## config.mk

```make
export PLATFORM = sky130hd
export DESIGN_NAME = axi4_lite_initiator_flat
export DESIGN_NICKNAME = d
export VERILOG_FILES = /design/src/rtl/axi4_lite_initiator_if.sv /design/src/rtl/axi4_lite_initiator.sv /design/src/flat_wrapper.sv
export SDC_FILE = /design/constraint.sdc
export NUM_CORES = 1
export LEC_CHECK = 0
export ABC_AREA = 1
export CORE_MARGIN = 2
export CORE_UTILIZATION = 25
export CTS_BUF_LIST = sky130_fd_sc_hd__clkbuf_8 sky130_fd_sc_hd__clkbuf_16
export DETAILED_ROUTE_END_ITERATION = 6
export SKIP_CTS_REPAIR_TIMING = 1
export SLEW_MARGIN = 20
export SYNTH_ARGS = -nofsm -noshare
export SYNTH_HDL_FRONTEND = slang
export SYNTH_SLANG_ARGS = --single-unit
export TNS_END_PERCENT = 20
```

## constraint.sdc

```tcl
create_clock -name clk -period 1.4 [get_ports clk]
set_clock_uncertainty 0.05 [all_clocks]
set_input_delay 0.21 -clock clk [delete_from_list [all_inputs] [get_ports clk]]
set_output_delay 0.21 -clock clk [all_outputs]
set_load 0.03 [all_outputs]
```

## src/rtl/axi4_lite_initiator_if.sv

```systemverilog
// Command/response port plus AXI4-lite master bus of the initiator.
// master = initiator side, slave = command source / responder side.
interface axi4_lite_initiator_if;
  logic        cmd_valid;
  logic        cmd_ready;
  logic        cmd_write;
  logic        cmd_insn;
  logic [31:0] cmd_addr;
  logic [31:0] cmd_wdata;
  logic [3:0]  cmd_wstrb;
  logic        rsp_valid;
  logic        rsp_ready;
  logic [31:0] rsp_rdata;
  logic        rsp_timeout;
  logic        halted;
  logic        mem_axi_awvalid;
  logic        mem_axi_awready;
  logic [31:0] mem_axi_awaddr;
  logic [2:0]  mem_axi_awprot;
  logic        mem_axi_wvalid;
  logic        mem_axi_wready;
  logic [31:0] mem_axi_wdata;
  logic [3:0]  mem_axi_wstrb;
  logic        mem_axi_bvalid;
  logic        mem_axi_bready;
  logic        mem_axi_arvalid;
  logic        mem_axi_arready;
  logic [31:0] mem_axi_araddr;
  logic [2:0]  mem_axi_arprot;
  logic        mem_axi_rvalid;
  logic        mem_axi_rready;
  logic [31:0] mem_axi_rdata;

  modport master (
    input  cmd_valid, cmd_write, cmd_insn,
    input  cmd_addr, cmd_wdata, cmd_wstrb,
    output cmd_ready,
    output rsp_valid, rsp_rdata, rsp_timeout,
    input  rsp_ready,
    output halted,
    output mem_axi_awvalid, mem_axi_awaddr,
    output mem_axi_awprot,
    input  mem_axi_awready,
    output mem_axi_wvalid, mem_axi_wdata,
    output mem_axi_wstrb,
    input  mem_axi_wready,
    input  mem_axi_bvalid,
    output mem_axi_bready,
    output mem_axi_arvalid, mem_axi_araddr,
    output mem_axi_arprot,
    input  mem_axi_arready,
    input  mem_axi_rvalid, mem_axi_rdata,
    output mem_axi_rready
  );

  modport slave (
    output cmd_valid, cmd_write, cmd_insn,
    output cmd_addr, cmd_wdata, cmd_wstrb,
    input  cmd_ready,
    input  rsp_valid, rsp_rdata, rsp_timeout,
    output rsp_ready,
    input  halted,
    input  mem_axi_awvalid, mem_axi_awaddr,
    input  mem_axi_awprot,
    output mem_axi_awready,
    input  mem_axi_wvalid, mem_axi_wdata,
    input  mem_axi_wstrb,
    output mem_axi_wready,
    output mem_axi_bvalid,
    input  mem_axi_bready,
    input  mem_axi_arvalid, mem_axi_araddr,
    input  mem_axi_arprot,
    output mem_axi_arready,
    output mem_axi_rvalid, mem_axi_rdata,
    input  mem_axi_rready
  );
endinterface

```

## src/rtl/axi4_lite_initiator.sv

```systemverilog
// Single-outstanding AXI4-lite master with a hung-responder watchdog.
// A watchdog abort answers the command with rsp_timeout and halts.
module axi4_lite_initiator #(
  parameter int unsigned TIMEOUT  = 1024,
  parameter int unsigned TO_WIDTH = 16
) (
  input logic                   clk,
  input logic                   resetn,
  axi4_lite_initiator_if.master bus
);
  typedef enum logic [2:0] {
    IDLE, AR, R, WR, B, RESP
  } state_e;

  localparam bit WD_EN = (TIMEOUT != 0);
  localparam logic [TO_WIDTH-1:0] TO_LAST =
    TO_WIDTH'(TIMEOUT - 1);

  state_e              state_q;
  logic [TO_WIDTH-1:0] cnt_q;
  logic                aw_done_q;
  logic                w_done_q;
  logic                halted_q;
  logic                arvalid_q;
  logic [31:0]         araddr_q;
  logic [2:0]          arprot_q;
  logic                rready_q;
  logic                awvalid_q;
  logic [31:0]         awaddr_q;
  logic [2:0]          awprot_q;
  logic                wvalid_q;
  logic [31:0]         wdata_q;
  logic [3:0]          wstrb_q;
  logic                bready_q;
  logic                rsp_valid_q;
  logic [31:0]         rsp_rdata_q;
  logic                rsp_timeout_q;

  logic ar_hs, r_hs, aw_hs, w_hs, b_hs;
  logic aw_all, w_all, busy, prog, wd_fire;

  assign ar_hs  = arvalid_q & bus.mem_axi_arready;
  assign r_hs   = rready_q  & bus.mem_axi_rvalid;
  assign aw_hs  = awvalid_q & bus.mem_axi_awready;
  assign w_hs   = wvalid_q  & bus.mem_axi_wready;
  assign b_hs   = bready_q  & bus.mem_axi_bvalid;
  assign aw_all = aw_done_q | aw_hs;
  assign w_all  = w_done_q  | w_hs;
  assign busy   = (state_q == AR) || (state_q == R)
               || (state_q == WR) || (state_q == B);
  assign prog   = ar_hs | r_hs | aw_hs | w_hs | b_hs;
  // Fires on the edge that ends the TIMEOUT-th waiting cycle.
  assign wd_fire = WD_EN && (cnt_q == TO_LAST);

  always_ff @(posedge clk or negedge resetn) begin
    if (!resetn) begin
      state_q       <= IDLE;
      cnt_q         <= '0;
      aw_done_q     <= 1'b0;
      w_done_q      <= 1'b0;
      halted_q      <= 1'b0;
      arvalid_q     <= 1'b0;
      araddr_q      <= '0;
      arprot_q      <= '0;
      rready_q      <= 1'b0;
      awvalid_q     <= 1'b0;
      awaddr_q      <= '0;
      awprot_q      <= '0;
      wvalid_q      <= 1'b0;
      wdata_q       <= '0;
      wstrb_q       <= '0;
      bready_q      <= 1'b0;
      rsp_valid_q   <= 1'b0;
      rsp_rdata_q   <= '0;
      rsp_timeout_q <= 1'b0;
    end else begin
      unique case (state_q)
        IDLE: begin
          if (bus.cmd_valid && !halted_q) begin
            cnt_q         <= '0;
            rsp_timeout_q <= 1'b0;
            if (bus.cmd_write) begin
              state_q   <= WR;
              awvalid_q <= 1'b1;
              wvalid_q  <= 1'b1;
              awaddr_q  <= bus.cmd_addr;
              awprot_q  <= 3'b000;
              wdata_q   <= bus.cmd_wdata;
              wstrb_q   <= bus.cmd_wstrb;
              aw_done_q <= 1'b0;
              w_done_q  <= 1'b0;
            end else begin
              state_q   <= AR;
              arvalid_q <= 1'b1;
              araddr_q  <= bus.cmd_addr;
              arprot_q  <= {bus.cmd_insn, 2'b00};
            end
          end
        end
        AR: begin
          if (ar_hs) begin
            arvalid_q <= 1'b0;
            rready_q  <= 1'b1;
            state_q   <= R;
          end
        end
        R: begin
          if (r_hs) begin
            rready_q    <= 1'b0;
            rsp_rdata_q <= bus.mem_axi_rdata;
            rsp_valid_q <= 1'b1;
            state_q     <= RESP;
          end
        end
        WR: begin
          if (aw_hs) begin
            awvalid_q <= 1'b0;
            aw_done_q <= 1'b1;
          end
          if (w_hs) begin
            wvalid_q <= 1'b0;
            w_done_q <= 1'b1;
          end
          if (aw_all && w_all) begin
            bready_q <= 1'b1;
            state_q  <= B;
          end
        end
        B: begin
          if (b_hs) begin
            bready_q    <= 1'b0;
            rsp_rdata_q <= '0;
            rsp_valid_q <= 1'b1;
            state_q     <= RESP;
          end
        end
        RESP: begin
          if (bus.rsp_ready) begin
            rsp_valid_q <= 1'b0;
            state_q     <= IDLE;
          end
        end
        default: state_q <= IDLE;
      endcase
      // Every exit from a busy state needs a handshake.
      if (busy) begin
        if (prog) begin
          cnt_q <= '0;
        end else if (wd_fire) begin
          cnt_q         <= '0;
          arvalid_q     <= 1'b0;
          rready_q      <= 1'b0;
          awvalid_q     <= 1'b0;
          wvalid_q      <= 1'b0;
          bready_q      <= 1'b0;
          rsp_valid_q   <= 1'b1;
          rsp_rdata_q   <= '0;
          rsp_timeout_q <= 1'b1;
          halted_q      <= 1'b1;
          state_q       <= RESP;
        end else begin
          cnt_q <= cnt_q + 1'b1;
        end
      end
    end
  end

  assign bus.cmd_ready       = (state_q == IDLE)
                             && !halted_q;
  assign bus.rsp_valid       = rsp_valid_q;
  assign bus.rsp_rdata       = rsp_rdata_q;
  assign bus.rsp_timeout     = rsp_timeout_q;
  assign bus.halted          = halted_q;
  assign bus.mem_axi_arvalid = arvalid_q;
  assign bus.mem_axi_araddr  = araddr_q;
  assign bus.mem_axi_arprot  = arprot_q;
  assign bus.mem_axi_rready  = rready_q;
  assign bus.mem_axi_awvalid = awvalid_q;
  assign bus.mem_axi_awaddr  = awaddr_q;
  assign bus.mem_axi_awprot  = awprot_q;
  assign bus.mem_axi_wvalid  = wvalid_q;
  assign bus.mem_axi_wdata   = wdata_q;
  assign bus.mem_axi_wstrb   = wstrb_q;
  assign bus.mem_axi_bready  = bready_q;
endmodule
```

## src/flat_wrapper.sv

```systemverilog
// flat-port wrapper written by rule: the top's interface ports become plain ports
module axi4_lite_initiator_flat 
#(
  parameter int unsigned TIMEOUT  = 1024,
  parameter int unsigned TO_WIDTH = 16
)
  (clk, resetn, bus_cmd_valid, bus_cmd_write, bus_cmd_insn, bus_cmd_addr, bus_cmd_wdata, bus_cmd_wstrb, bus_cmd_ready, bus_rsp_valid, bus_rsp_rdata, bus_rsp_timeout, bus_rsp_ready, bus_halted, bus_mem_axi_awvalid, bus_mem_axi_awaddr, bus_mem_axi_awprot, bus_mem_axi_awready, bus_mem_axi_wvalid, bus_mem_axi_wdata, bus_mem_axi_wstrb, bus_mem_axi_wready, bus_mem_axi_bvalid, bus_mem_axi_bready, bus_mem_axi_arvalid, bus_mem_axi_araddr, bus_mem_axi_arprot, bus_mem_axi_arready, bus_mem_axi_rvalid, bus_mem_axi_rdata, bus_mem_axi_rready);
  axi4_lite_initiator_if bus_i ();
  input logic clk;
  input logic resetn;
  input wire logic [$bits(bus_i.cmd_valid)-1:0] bus_cmd_valid;
  input wire logic [$bits(bus_i.cmd_write)-1:0] bus_cmd_write;
  input wire logic [$bits(bus_i.cmd_insn)-1:0] bus_cmd_insn;
  input wire logic [$bits(bus_i.cmd_addr)-1:0] bus_cmd_addr;
  input wire logic [$bits(bus_i.cmd_wdata)-1:0] bus_cmd_wdata;
  input wire logic [$bits(bus_i.cmd_wstrb)-1:0] bus_cmd_wstrb;
  output wire logic [$bits(bus_i.cmd_ready)-1:0] bus_cmd_ready;
  output wire logic [$bits(bus_i.rsp_valid)-1:0] bus_rsp_valid;
  output wire logic [$bits(bus_i.rsp_rdata)-1:0] bus_rsp_rdata;
  output wire logic [$bits(bus_i.rsp_timeout)-1:0] bus_rsp_timeout;
  input wire logic [$bits(bus_i.rsp_ready)-1:0] bus_rsp_ready;
  output wire logic [$bits(bus_i.halted)-1:0] bus_halted;
  output wire logic [$bits(bus_i.mem_axi_awvalid)-1:0] bus_mem_axi_awvalid;
  output wire logic [$bits(bus_i.mem_axi_awaddr)-1:0] bus_mem_axi_awaddr;
  output wire logic [$bits(bus_i.mem_axi_awprot)-1:0] bus_mem_axi_awprot;
  input wire logic [$bits(bus_i.mem_axi_awready)-1:0] bus_mem_axi_awready;
  output wire logic [$bits(bus_i.mem_axi_wvalid)-1:0] bus_mem_axi_wvalid;
  output wire logic [$bits(bus_i.mem_axi_wdata)-1:0] bus_mem_axi_wdata;
  output wire logic [$bits(bus_i.mem_axi_wstrb)-1:0] bus_mem_axi_wstrb;
  input wire logic [$bits(bus_i.mem_axi_wready)-1:0] bus_mem_axi_wready;
  input wire logic [$bits(bus_i.mem_axi_bvalid)-1:0] bus_mem_axi_bvalid;
  output wire logic [$bits(bus_i.mem_axi_bready)-1:0] bus_mem_axi_bready;
  output wire logic [$bits(bus_i.mem_axi_arvalid)-1:0] bus_mem_axi_arvalid;
  output wire logic [$bits(bus_i.mem_axi_araddr)-1:0] bus_mem_axi_araddr;
  output wire logic [$bits(bus_i.mem_axi_arprot)-1:0] bus_mem_axi_arprot;
  input wire logic [$bits(bus_i.mem_axi_arready)-1:0] bus_mem_axi_arready;
  input wire logic [$bits(bus_i.mem_axi_rvalid)-1:0] bus_mem_axi_rvalid;
  input wire logic [$bits(bus_i.mem_axi_rdata)-1:0] bus_mem_axi_rdata;
  output wire logic [$bits(bus_i.mem_axi_rready)-1:0] bus_mem_axi_rready;
  assign bus_i.cmd_valid = bus_cmd_valid;
  assign bus_i.cmd_write = bus_cmd_write;
  assign bus_i.cmd_insn = bus_cmd_insn;
  assign bus_i.cmd_addr = bus_cmd_addr;
  assign bus_i.cmd_wdata = bus_cmd_wdata;
  assign bus_i.cmd_wstrb = bus_cmd_wstrb;
  assign bus_cmd_ready = bus_i.cmd_ready;
  assign bus_rsp_valid = bus_i.rsp_valid;
  assign bus_rsp_rdata = bus_i.rsp_rdata;
  assign bus_rsp_timeout = bus_i.rsp_timeout;
  assign bus_i.rsp_ready = bus_rsp_ready;
  assign bus_halted = bus_i.halted;
  assign bus_mem_axi_awvalid = bus_i.mem_axi_awvalid;
  assign bus_mem_axi_awaddr = bus_i.mem_axi_awaddr;
  assign bus_mem_axi_awprot = bus_i.mem_axi_awprot;
  assign bus_i.mem_axi_awready = bus_mem_axi_awready;
  assign bus_mem_axi_wvalid = bus_i.mem_axi_wvalid;
  assign bus_mem_axi_wdata = bus_i.mem_axi_wdata;
  assign bus_mem_axi_wstrb = bus_i.mem_axi_wstrb;
  assign bus_i.mem_axi_wready = bus_mem_axi_wready;
  assign bus_i.mem_axi_bvalid = bus_mem_axi_bvalid;
  assign bus_mem_axi_bready = bus_i.mem_axi_bready;
  assign bus_mem_axi_arvalid = bus_i.mem_axi_arvalid;
  assign bus_mem_axi_araddr = bus_i.mem_axi_araddr;
  assign bus_mem_axi_arprot = bus_i.mem_axi_arprot;
  assign bus_i.mem_axi_arready = bus_mem_axi_arready;
  assign bus_i.mem_axi_rvalid = bus_mem_axi_rvalid;
  assign bus_i.mem_axi_rdata = bus_mem_axi_rdata;
  assign bus_mem_axi_rready = bus_i.mem_axi_rready;
  axi4_lite_initiator #(.TIMEOUT(TIMEOUT), .TO_WIDTH(TO_WIDTH)) u_core (.clk(clk), .resetn(resetn), .bus(bus_i));
endmodule
```

Word-level counts from Yosys, hierarchy flattened
Cells that the tools add are included.
W data, S select, Z words.
{"block": "classes", "bitwise_logic": 13, "n_reduce_logical": 17, "n_eq_ne": 10, "muxes": 73, "n_addsub": 1}
{"operator": "$mux W32", "count": 5}
{"operator": "$mux W16", "count": 5}
{"operator": "$pmux W32 S2", "count": 1}
{"operator": "$mux W1", "count": 43}
{"operator": "$mux W3", "count": 9}
{"operator": "$pmux W3 S6", "count": 1}
{"operator": "$add A16 B1 Y16 const B", "count": 1}
{"operator": "$eq A16 B10 Y1 const B", "count": 1}
{"operator": "$pmux W1 S2", "count": 7}
{"operator": "$reduce_and A3 Y1", "count": 3}
{"operator": "$reduce_and A4 Y1", "count": 2}
{"operator": "$eq A3 B2 Y1 const B", "count": 2}
{"operator": "$eq A3 B3 Y1 const B", "count": 2}
{"operator": "$ne A2 B1 Y1 const B", "count": 3}
{"operator": "$or A1 B1 Y1", "count": 6}
{"operator": "$reduce_bool A2 Y1", "count": 3}
{"operator": "$and A1 B1 Y1", "count": 5}
{"operator": "$eq A3 B1 Y1 const B", "count": 1}
{"operator": "$logic_and A1 B1 Y1", "count": 3}
{"operator": "$logic_not A3 Y1", "count": 1}
{"operator": "$logic_or A1 B1 Y1", "count": 3}
{"operator": "$pmux W1 S3", "count": 1}
{"operator": "$mux W2", "count": 1}
{"operator": "$ne A2 B2 Y1 const B", "count": 1}
{"operator": "other kinds (3)", "count": 4}
{"block": "word_totals", "register_bits": 162, "output_inout_bits": 147, "inputBits": 111, "elab_cells": 132}

Longest topological paths before layout
Gate-level depths: netlist of run 1.
{"block": "depth", "depth_word": 8, "mapped_depth": 10, "depth_no_buf": 9}

Least setup slack after synthesis of run 1
Ideal clock, no wire load.
{"block": "synth_path", "kind": "flip-flop to flip-flop", "start": "register u_core.rready_q, in the netlist u_core.bus.mem_axi_rready", "end": "register u_core.rsp_rdata_q[12], in the netlist u_core.bus.rsp_rdata[12]", "path_stages_with_launch": 9, "t_required_ns": 1.230, "setup_time_ns": 0.120, "period_less_slack_ns": 1.678, "path_buffers": 2, "arrival_time_ns": 1.509, "slack_ns": -0.278, "path_cell_list": "dfrtp_1 nand2_1 nand2_1 nor2_2 nand2_4 nor2_4 buf_6 buf_6 a21oi_2"}
{"block": "synth_via", "elab_chain_len": 7, "elab_cells_between_ends": 10, "cone_classes": "mux: 5; bitwise: 5"}
{"element": "start, declared", "line": "axi4_lite_initiator.sv:27", "rtl": "logic rready_q;"}
{"element": "start signal, assigned", "line": "axi4_lite_initiator.sv:65", "rtl": "rready_q <= 1'b0;"}
{"element": "start signal, assigned", "line": "axi4_lite_initiator.sv:103", "rtl": "rready_q <= 1'b1;"}
{"element": "start signal, assigned", "line": "axi4_lite_initiator.sv:109", "rtl": "rready_q <= 1'b0;"}
{"element": "$and A1 B1 Y1 *", "line": "axi4_lite_initiator.sv:43", "rtl": "assign r_hs = rready_q & bus.mem_axi_rvalid;"}
{"element": "$or A1 B1 Y1 (4 in series)", "line": "axi4_lite_initiator.sv:51", "rtl": "assign prog = ar_hs | r_hs | aw_hs | w_hs | b_hs;"}
{"element": "$mux W32", "line": "axi4_lite_initiator.sv:147", "rtl": "if (prog) begin"}
{"element": "$mux W32 *", "line": "axi4_lite_initiator.sv:146", "rtl": "if (busy) begin"}
{"element": "end signal, assigned", "line": "axi4_lite_initiator.sv:110", "rtl": "rsp_rdata_q <= bus.mem_axi_rdata;"}
{"element": "end, declared", "line": "axi4_lite_initiator.sv:36", "rtl": "logic [31:0] rsp_rdata_q;"}
Every way passes the cells marked *; elsewhere a longest branch is shown, timed or not.
A chain may end at the register's enable or synchronous reset.

Worst setup path after layout of run 1
{"block": "layout_path", "start": "register u_core.state_q[1]", "end": "output port bus_cmd_ready"}
{"block": "layout_via", "elab_chain_len": 2}
{"element": "start, declared", "line": "axi4_lite_initiator.sv:19", "rtl": "state_e state_q;"}
{"element": "start signal, assigned", "line": "axi4_lite_initiator.sv:57", "rtl": "state_q <= IDLE;"}
{"element": "start signal, assigned", "line": "axi4_lite_initiator.sv:83", "rtl": "state_q <= WR;"}
{"element": "start signal, assigned", "line": "axi4_lite_initiator.sv:93", "rtl": "state_q <= AR;"}
{"element": "$logic_not A3 Y1", "line": "axi4_lite_initiator.sv:168", "rtl": "assign bus.cmd_ready = (state_q == IDLE)"}
{"element": "$logic_and A1 B1 Y1", "line": "axi4_lite_initiator.sv:169", "rtl": "&& !halted_q;"}
{"element": "end, declared", "line": "flat_wrapper.sv:17", "rtl": "output wire logic [$bits(bus_i.cmd_ready)-1:0] bus_cmd_ready;"}
No other way between the ends.

==> results of run 1 <==
-- worst max-delay path by stage --
stage / end / cells past startpoint
after floorplan: u_core.bus.rsp_rdata[12] / 10
after global placement: u_core.bus.mem_axi_araddr[31] / 6
after detailed placement: u_core.bus.mem_axi_araddr[31] / 6
after CTS: bus_mem_axi_awaddr[2] / 1
after global routing: bus_cmd_ready / 5
final: bus_cmd_ready / 5
-- cells in the mapped netlist --
library cell / number
nand2_1: 331
dfrtp_1: 162
nand3_1: 87
o21ai_0: 52
inv_1: 39
a21oi_1: 34
nor2_1: 30
buf_2: 17
clkbuf_1: 13
buf_4: 11
a21oi_2: 10
nand4_1: 6
inv_2: 5
buf_6: 4
nand2_2: 3
nand3_2: 3
nor2_4: 3
buf_1: 2
nor2_2: 2
nor3_1: 2
o21bai_1: 2
o22ai_1: 2
xor2_1: 2
clkinv_1: 1
conb_1: 1
ha_1: 1
nand2_4: 1
nand4_4: 1
o2111ai_1: 1
or2_2: 1
-- where the power goes --
part	switching (W)	internal [W]	total, W
Combinational	0.000792	0.000789	0.00158
Sequential	0.0000777	0.00476	0.00484
Clock	0.00226	0.00245	0.00471
Total	0.00313	0.00800	0.0111
-- flip-flops by register name, indices dropped and copies added, names as in the netlist, 3 cells and up --
| name | cells |
|---|---|
| u_core.state_q | 3 |
| u_core.bus.mem_axi_awaddr | 32 |
| u_core.bus.mem_axi_araddr | 32 |
| u_core.bus.mem_axi_wdata | 32 |
| u_core.bus.rsp_rdata | 32 |
| u_core.bus.mem_axi_wstrb | 4 |
| u_core.cnt_q | 16 |
-- routing by layer --
metal  GRT usage  vias to the layer above  wire, um
li1            -                     3269         -
met1       0.186                     3189      9400
met2       0.257                      199     11000
met3      0.0636                       20      2160
met4      0.0442                        0       325
met5           0                        -         0
-- stage by stage --
stage | instances | worst slack [ns]
6_report | 1533 | -0.262
5_1_grt | 1533 | -0.341
4_1_cts | 1532 | -0.394
3_5_place_dp | 1500 | -0.396
3_3_place_gp | 1500 | -0.409
2_1_floorplan | 833 | -0.110
-- cells in the final DEF (no fill, tap or decap), drive strengths merged --
| cell | synthesis | layout |
|---|---|---|
| ha | 1 | 1 |
| dlygate4sd3 | 0 | 1 |
| o21ai | 52 | 52 |
| clkinv | 1 | 9 |
| o2111ai | 1 | 1 |
| o21bai | 2 | 2 |
| xor2 | 2 | 2 |
| dlymetal6s2s | 0 | 74 |
| or2 | 1 | 1 |
| inv | 44 | 50 |
| nand4 | 7 | 7 |
| conb | 1 | 5 |
| nand2 | 335 | 335 |
| nor3 | 2 | 2 |
| buf | 34 | 107 |
| clkdlybuf4s50 | 0 | 109 |
| nand3 | 90 | 90 |
| nor2 | 35 | 35 |
| dfrtp | 162 | 162 |
| o22ai | 2 | 2 |
| clkbuf | 13 | 64 |
| a21oi | 44 | 44 |
-- final cells by class --
| class | instances | area (um2) | area share |
|---|---|---|---|
| clock buffers | 18 | 439 | 0.0382 |
| clock inverters | 14 | 163 | 0.0141 |
| flip-flops and latches | 162 | 4060 | 0.353 |
| well taps | 378 | 473 | 0.0411 |
| repair buffers | 337 | 3530 | 0.307 |
| inverters | 45 | 175 | 0.0152 |
| multi-input cells | 579 | 2670 | 0.232 |
-- worst max-delay path, stage by stage (launching register included) --
cell,delay (ns)
dfrtp_1,0.41
nor2_4,0.14
buf_4,0.12
nand2_1,0.04
nor2_1,0.08
buf_4,0.17
-- cell families (layout without fill, tap and decap cells) --
logic type	after synthesis	after routing	synth area share
buffers and inverters	92	414	0.0621
XOR/XNOR	2	2	0.00248
AND/OR/NAND/NOR	470	470	0.280
AO/OA/AOI/OAI	101	101	0.0786
other	1	5	0.000532
adder cells (fa/ha/maj)	1	1	0.00177
flip-flops	162	162	0.575
==> results.ini, run 1 <==
[power]
p_per_area_nw_per_um2 = 967
cellLeakagePower_nw = 7.03
power.total_w = 0.0111
peakVddDrop_mv = 0.612

[timing]
slew_violations = 0
setup_ws_ns = -0.262
setup_viol = 138
max_freq_mhz = 602
setup_tns_ns = -12.14
period_minus_slack_ns = 1.66
rsz0062_at_grt = yes
post-route-period-util = 1.19
hold_viol = 0
hold_ws_ns = 0.234

[die]
dieArea_um2 = 29600
rows = 61
die_y_um = 172
start_util = 0.254
ios = 258
die_w_um = 172
core_area_um2 = 27800

[placed_design]
io_buffer_count = 252
place_congestion = 0.829
hpwl_um = 16800
place_area_um2 = 10800

[logic_synthesis]
postSynthCellCount = 829
ys_warn_count = 0
synth_seq_area_share = 0.575
ys_ff_latch = 162
synth.largest_area_cell = dfrtp_1
synth_top_area_share = 0.575
syn-cell-area_um2 = 7050
synthTopCellsByArea = dfrtp_1 (57%), nand2_1 (18%), nand3_1 (6.2%)
ys_types = 30
synth_area_per_cell_um2 = 8.51

[clocking]
cts_root_buf = clkbuf_16
numCtsBuffers = 17
cts_buffer_depth = 2
cts_tree = done
clkTransAtPathRegs_ns = 0.07
cts.sinks = 162
ctsHtreeMaxLevel = 4
clk_latency_ns = 0.43

[critical_path]
end_kind = output port
cp.required_ns = 1.14
startpoint = u_core.state_q[1]
cp_max_fo = 2
critPathKind = reg2out
critPathLaunchType = register
rr_startpoint = u_core.state_q[1]
rr_endpoint = u_core.bus.rsp_rdata[5]
worstPathArrival_ns = 1.40
rr_worst_depth = 8
r2r_slack_ns = -0.20

[final_layout]
drive_gt1_frac = 0.208
nets = 1254
antenna_cells = 0
final_area_um2 = 11500
areaGrowthSynthToFinish_pct = 63.2
fillers = 2807
fin_util = 0.414

[global_route]
grt_pass1_vias = 6746
grt_pass1_wl_um = 35900
grt_max_degree = 37
overflow = 0
track_usage = 0.156
antenna_found_initial = 0

[drt]
drt_iter0_drc = 319
vias = 6677
final_antenna_net_count = 0
drc = 0
viasPerCell = 4.36
totalWireLength_um = 22900
firstDrtPassIters = 4
routedWlPerCell_um = 14.9

[run]
max-cap-violations = 0

[status]
status = finished, violations left
violations = negative setup slack

[hold_path]
hold_path_class = in2async

(Power assumes the default switching activity.)
==> run 2: changes to the inputs <==
--- a/config.mk
+++ b/config.mk
@@ -6,10 +6,11 @@
 export NUM_CORES = 1
 export LEC_CHECK = 0
 export ABC_AREA = 1
-export CORE_MARGIN = 2
+export CORE_MARGIN = 10
 export CORE_UTILIZATION = 25
 export CTS_BUF_LIST = sky130_fd_sc_hd__clkbuf_8 sky130_fd_sc_hd__clkbuf_16
 export DETAILED_ROUTE_END_ITERATION = 6
+export SETUP_SLACK_MARGIN = 0.5
 export SKIP_CTS_REPAIR_TIMING = 1
 export SLEW_MARGIN = 20
 export SYNTH_ARGS = -nofsm -noshare
==> results.ini, run 2 (synthesis gave the netlist of run 1 again) <==
[final_layout]
mostFrequentLayoutCells = nand2_1 (322), dfrtp_1 (156), clkdlybuf4s50_1 (109)
stdcell_count = 1552  ; +1.2%
drive_gt1_frac = 0.285  ; +0.0769
final_common_cell = nand2_1
areaGrowthSynthToFinish_pct = 71.5
fin_util = 0.435  ; +0.0211
nets = 1272  ; +1.4%

[critical_path]
rr_worst_depth = 8  ; unchanged
crit_slowest_cell = dfrtp_1
crit_chain = nor2_4 > buf_6 > nand2_4 > nor2_4 > buf_6
cpPeakStageDelay_ns = 0.41  ; about the same
rr_endpoint = u_core.bus.mem_axi_awaddr[1]
cp.required_ns = 1.14  ; about the same
critPathKind = reg2out
worstPathArrival_ns = 1.36  ; -0.04 ns
rr_startpoint = u_core.state_q[2]
critPathLaunchType = register
end_kind = output port
cp_num_buf_inv = 2  ; unchanged
critical_path.top_delay_family = flip-flops
cp_max_fo = 2  ; unchanged
r2r_slack_ns = -0.21  ; about the same

[drt]
drt_iter0_drc = 304  ; -4.7%
vias = 6735  ; +0.87%
drc = 0  ; unchanged
final_antenna_net_count = 0  ; unchanged
totalWireLength_um = 25300  ; +10%
viasPerCell = 4.34  ; -0.37%
firstDrtPassIters = 5  ; +1
routedWlPerCell_um = 16.3  ; +9.1%

[timing]
setup_tns_ns = -21.07  ; -8.93 ns
setup_ws_ns = -0.219  ; +0.0429 ns
max_freq_mhz = 618  ; +2.7%
hold_viol = 0  ; unchanged
setup_viol = 163  ; +18%
rsz0062_at_grt = yes
post-route-period-util = 1.16  ; -0.0307
slew_violations = 0  ; unchanged
period_minus_slack_ns = 1.62  ; -0.0429 ns

[power]
power.total_w = 0.0115  ; +3.5%
peakVddDrop_mv = 0.823  ; +35%
cellLeakagePower_nw = 6.23  ; -11%
p_per_area_nw_per_um2 = 953  ; -1.5%

[global_route]
grt_max_degree = 46  ; +24%
antenna_found_initial = 1  ; +1
grt_pass1_wl_um = 39200  ; +9.4%
grt_pass1_vias = 6915  ; +2.5%
track_usage = 0.139  ; -0.0170
overflow = 0  ; unchanged

[placed_design]
io_buffer_count = 252  ; unchanged
place_congestion = 0.808  ; -2.5%
preCtsSetupSlack_ns = -0.312  ; +0.0839 ns
hpwl_um = 18500  ; +10%
dp.cells = 1496  ; -0.27%

[die]
die_w_um = 188  ; +9.3%
dieArea_um2 = 35300  ; +19%
die_y_um = 188  ; +9.3%
rows = 61  ; unchanged
ios = 258  ; unchanged
start_util = 0.254  ; unchanged
core_area_um2 = 27800  ; unchanged

[clocking]
ctsHtreeMaxLevel = 4  ; unchanged
cts_root_buf = clkbuf_16
clk_latency_ns = 0.43  ; about the same
cts_tree = done
cts.sinks = 162  ; unchanged
cts_buffer_depth = 2  ; unchanged
clkTransAtPathRegs_ns = 0.07  ; about the same
numCtsBuffers = 17  ; unchanged

[status]
status = finished, violations left
violations = negative setup slack

[hold_path]
hold_path_class = in2async

[run]
max-cap-violations = 0  ; unchanged

## run 2: worst reg2reg max path: cells and delay by family (launching register included)
family,cells,cell delay [ns]
and+or+nand+nor,4,0.56
DFF,1,0.41
buffers and inverters,3,0.40
AOI/OAI and AO/OA,1,0.09
## run 2: worst max-delay path by stage
stage	from	to	slack (ns)	cells after the start
3_3_place_gp	bus_mem_axi_awready	u_core.state_q[1]	-0.29	8
4_1_cts	u_core.bus.mem_axi_awaddr[1]	bus_mem_axi_awaddr[1]	-0.40	1
3_5_place_dp	bus_mem_axi_awready	u_core.bus.rsp_rdata[27]	-0.31	8
6_report	u_core.state_q[2]	bus_cmd_ready	-0.22	5
2_1_floorplan	u_core.cnt_q[1]	u_core.bus.rsp_rdata[12]	-0.11	10
5_1_grt	u_core.state_q[2]	u_core.bus.mem_axi_awaddr[1]	-0.30	8
## run 2: cell type report
type | instances | area [um2]
Multi-Input combinational cell | 579 | 2730
Timing Repair Buffer | 355 | 4020
Antenna cell | 1 | 2.50
Fill cell | 2729 | 15700
Sequential cell | 162 | 4060
Clock buffer | 17 | 425
Clock inverter | 15 | 213
Tap cell | 378 | 473
Inverter | 45 | 178
## run 2: metal layers
layer  up-vias  GRT usage  wire (um)
li1       3311          -          -
met5         -          0          0
met2       213      0.219      11800
met1      3198      0.165      10800
met3        13     0.0681       2520
met4         0     0.0332        182
## run 2: power breakdown
| part | internal [W] | switching [W] |
|---|---|---|
| sequential | 0.00476 | 0.0000811 |
| combinational | 0.000865 | 0.000856 |
| clock | 0.00262 | 0.00234 |
| total | 0.00824 | 0.00328 |
## run 2: through the flow
step / hold WS (ns) / cell area [um2]
6_report: 0.162 / 12100
5_1_grt: 0.158 / 12100
4_1_cts: -0.432 / 11600
3_5_place_dp: 0.0337 / 10900
3_3_place_gp: 0.0323 / 10900
2_1_floorplan: -0.136 / 7120
==> run 3: changes to the inputs <==
==> constraint.sdc (replaced) <==
create_clock -name clk -period 1.7 [get_ports clk]
set_clock_uncertainty 0.05 [all_clocks]
set_input_delay 0.255 -clock clk [delete_from_list [all_inputs] [get_ports clk]]
set_output_delay 0.255 -clock clk [all_outputs]
set_load 0.03 [all_outputs]
==> results.ini, run 3 (synthesis gave the netlist of run 1 again) <==
[status]
status = completed

[timing]
setup_viol = 0  ; -100%
period_minus_slack_ns = 1.64
hold_viol = 0  ; unchanged
setup_tns_ns = 0  ; +21.07 ns
post-route-period-util = 0.967
max_freq_mhz = 609
hold_ws_ns = 0.265  ; +0.103 ns
rsz0062_at_grt = yes
slew_violations = 0  ; unchanged

[global_route]
track_usage = 0.137  ; -0.00131
antenna_found_initial = 0  ; -1
grt_max_degree = 40  ; -13%
grt_pass1_wl_um = 38800  ; -1.3%
overflow = 0  ; unchanged
grt_pass1_vias = 6631  ; -4.1%

[critical_path]
critical_path.top_delay_family = simple AND/OR/NAND/NOR gates
rr_startpoint = u_core.state_q[2]
critPathKind = reg2reg
rr_endpoint = u_core.bus.mem_axi_awaddr[20]
rr_worst_depth = 9  ; +1
cpPeakStageDelay_ns = 0.44  ; +0.03 ns
critPathLaunchType = register
cp.required_ns = 1.97  ; +0.83 ns
crit_chain = nor2_4 > buf_6 > nand4_4 > nor2_4 > buf_12 > inv_12 > clkbuf_16 > nand2_1 > nand2_1
worstPathArrival_ns = 1.91  ; +0.55 ns
cp_num_buf_inv = 4  ; +2
crit_slowest_cell = dfrtp_2
cp_max_fo = 11  ; +9
r2r_slack_ns = 0.06  ; +0.27 ns
end_kind = register

[drt]
firstDrtPassIters = 4  ; -1
totalWireLength_um = 26400  ; +4.3%
drc = 0  ; unchanged
routedWlPerCell_um = 17.4  ; +6.7%
final_antenna_net_count = 0  ; unchanged
vias = 6682  ; -0.79%
viasPerCell = 4.40  ; +1.4%
drt_iter0_drc = 341  ; +12%

[final_layout]
antenna_cells = 0  ; -1
drive_gt1_frac = 0.184  ; -0.101
fin_util = 0.416  ; -0.0191
mostFrequentLayoutCells = nand2_1 (326), dfrtp_1 (154), clkdlybuf4s50_1 (109)
final_common_cell = nand2_1
stdcell_count = 1518  ; -2.2%
nets = 1239  ; -2.6%
areaGrowthSynthToFinish_pct = 64.0

[die]
die_y_um = 188  ; unchanged
core_area_um2 = 27800  ; unchanged
die_w_um = 188  ; unchanged
ios = 258  ; unchanged
rows = 61  ; unchanged
dieArea_um2 = 35300  ; unchanged
start_util = 0.254  ; unchanged

[hold_path]
hold_path_class = in2async

[placed_design]
io_buffer_count = 252  ; unchanged
dp.cells = 1452  ; -2.9%
place_congestion = 0.792  ; -1.9%
hpwl_um = 18000  ; -2.6%

[power]
power.total_w = 0.00894  ; -22%
peakVddDrop_mv = 0.465  ; -44%
cellLeakagePower_nw = 7.17  ; +15%
p_per_area_nw_per_um2 = 773  ; -19%

[clocking]
ctsHtreeMaxLevel = 4  ; unchanged
cts_buffer_depth = 2  ; unchanged
clkTransAtPathRegs_ns = 0.07  ; about the same
cts.sinks = 162  ; unchanged
clk_latency_ns = 0.42  ; about the same
numCtsBuffers = 17  ; unchanged
cts_root_buf = clkbuf_16
cts_tree = done

[run]
max-cap-violations = 0  ; unchanged

## run 3: worst max path at each step
stage	cells after the start	slack [ns]	end	from
after CTS	1	-0.22	bus_mem_axi_bready	u_core.bus.mem_axi_bready
final	9	0.06	u_core.bus.mem_axi_awaddr[20]	u_core.state_q[2]
after floorplan	10	0.19	u_core.bus.rsp_rdata[12]	u_core.cnt_q[1]
after global routing	9	-0.02	u_core.bus.mem_axi_awaddr[26]	u_core.state_q[2]
after detailed placement	6	-0.07	u_core.bus.mem_axi_araddr[2]	bus_cmd_valid
after global placement	6	-0.03	u_core.bus.mem_axi_araddr[1]	bus_cmd_valid
## run 3: area by class of cell
cell class                 count  area, um2
clock buffer                  17        425
clock inverter                15        144
fill                        2799      16200
inverter                      45        183
multi-input combinational    579       2630
sequential                   162       4060
tap                          378        473
timing repair buffer         322       3650
## run 3: metrics by stage
step / setup WS [ns] / cell area, um2
detailed placement: -0.0719 / 10200
global placement: -0.0305 / 10200
global route: -0.0238 / 11600
floorplan: 0.190 / 7120
CTS: -0.219 / 10800
finish: 0.0568 / 11600
## run 3: power by group
part | leakage (nW) | total [W] | internal, W | switching, W
Combinational | 4.66 | 0.00111 | 0.000515 | 0.000596
Sequential | 2.23 | 0.00400 | 0.00392 | 0.0000781
Clock | 0.280 | 0.00383 | 0.00206 | 0.00177
## run 3: routing by layer
| metal | routed length [um] | track usage | share of wire |
|---|---|---|---|
| met5 | 0 | 0 | 0 |
| met2 | 12500 | 0.216 | 0.48 |
| met3 | 2590 | 0.0679 | 0.098 |
| met4 | 206 | 0.0314 | 0.0078 |
| met1 | 11000 | 0.165 | 0.42 |
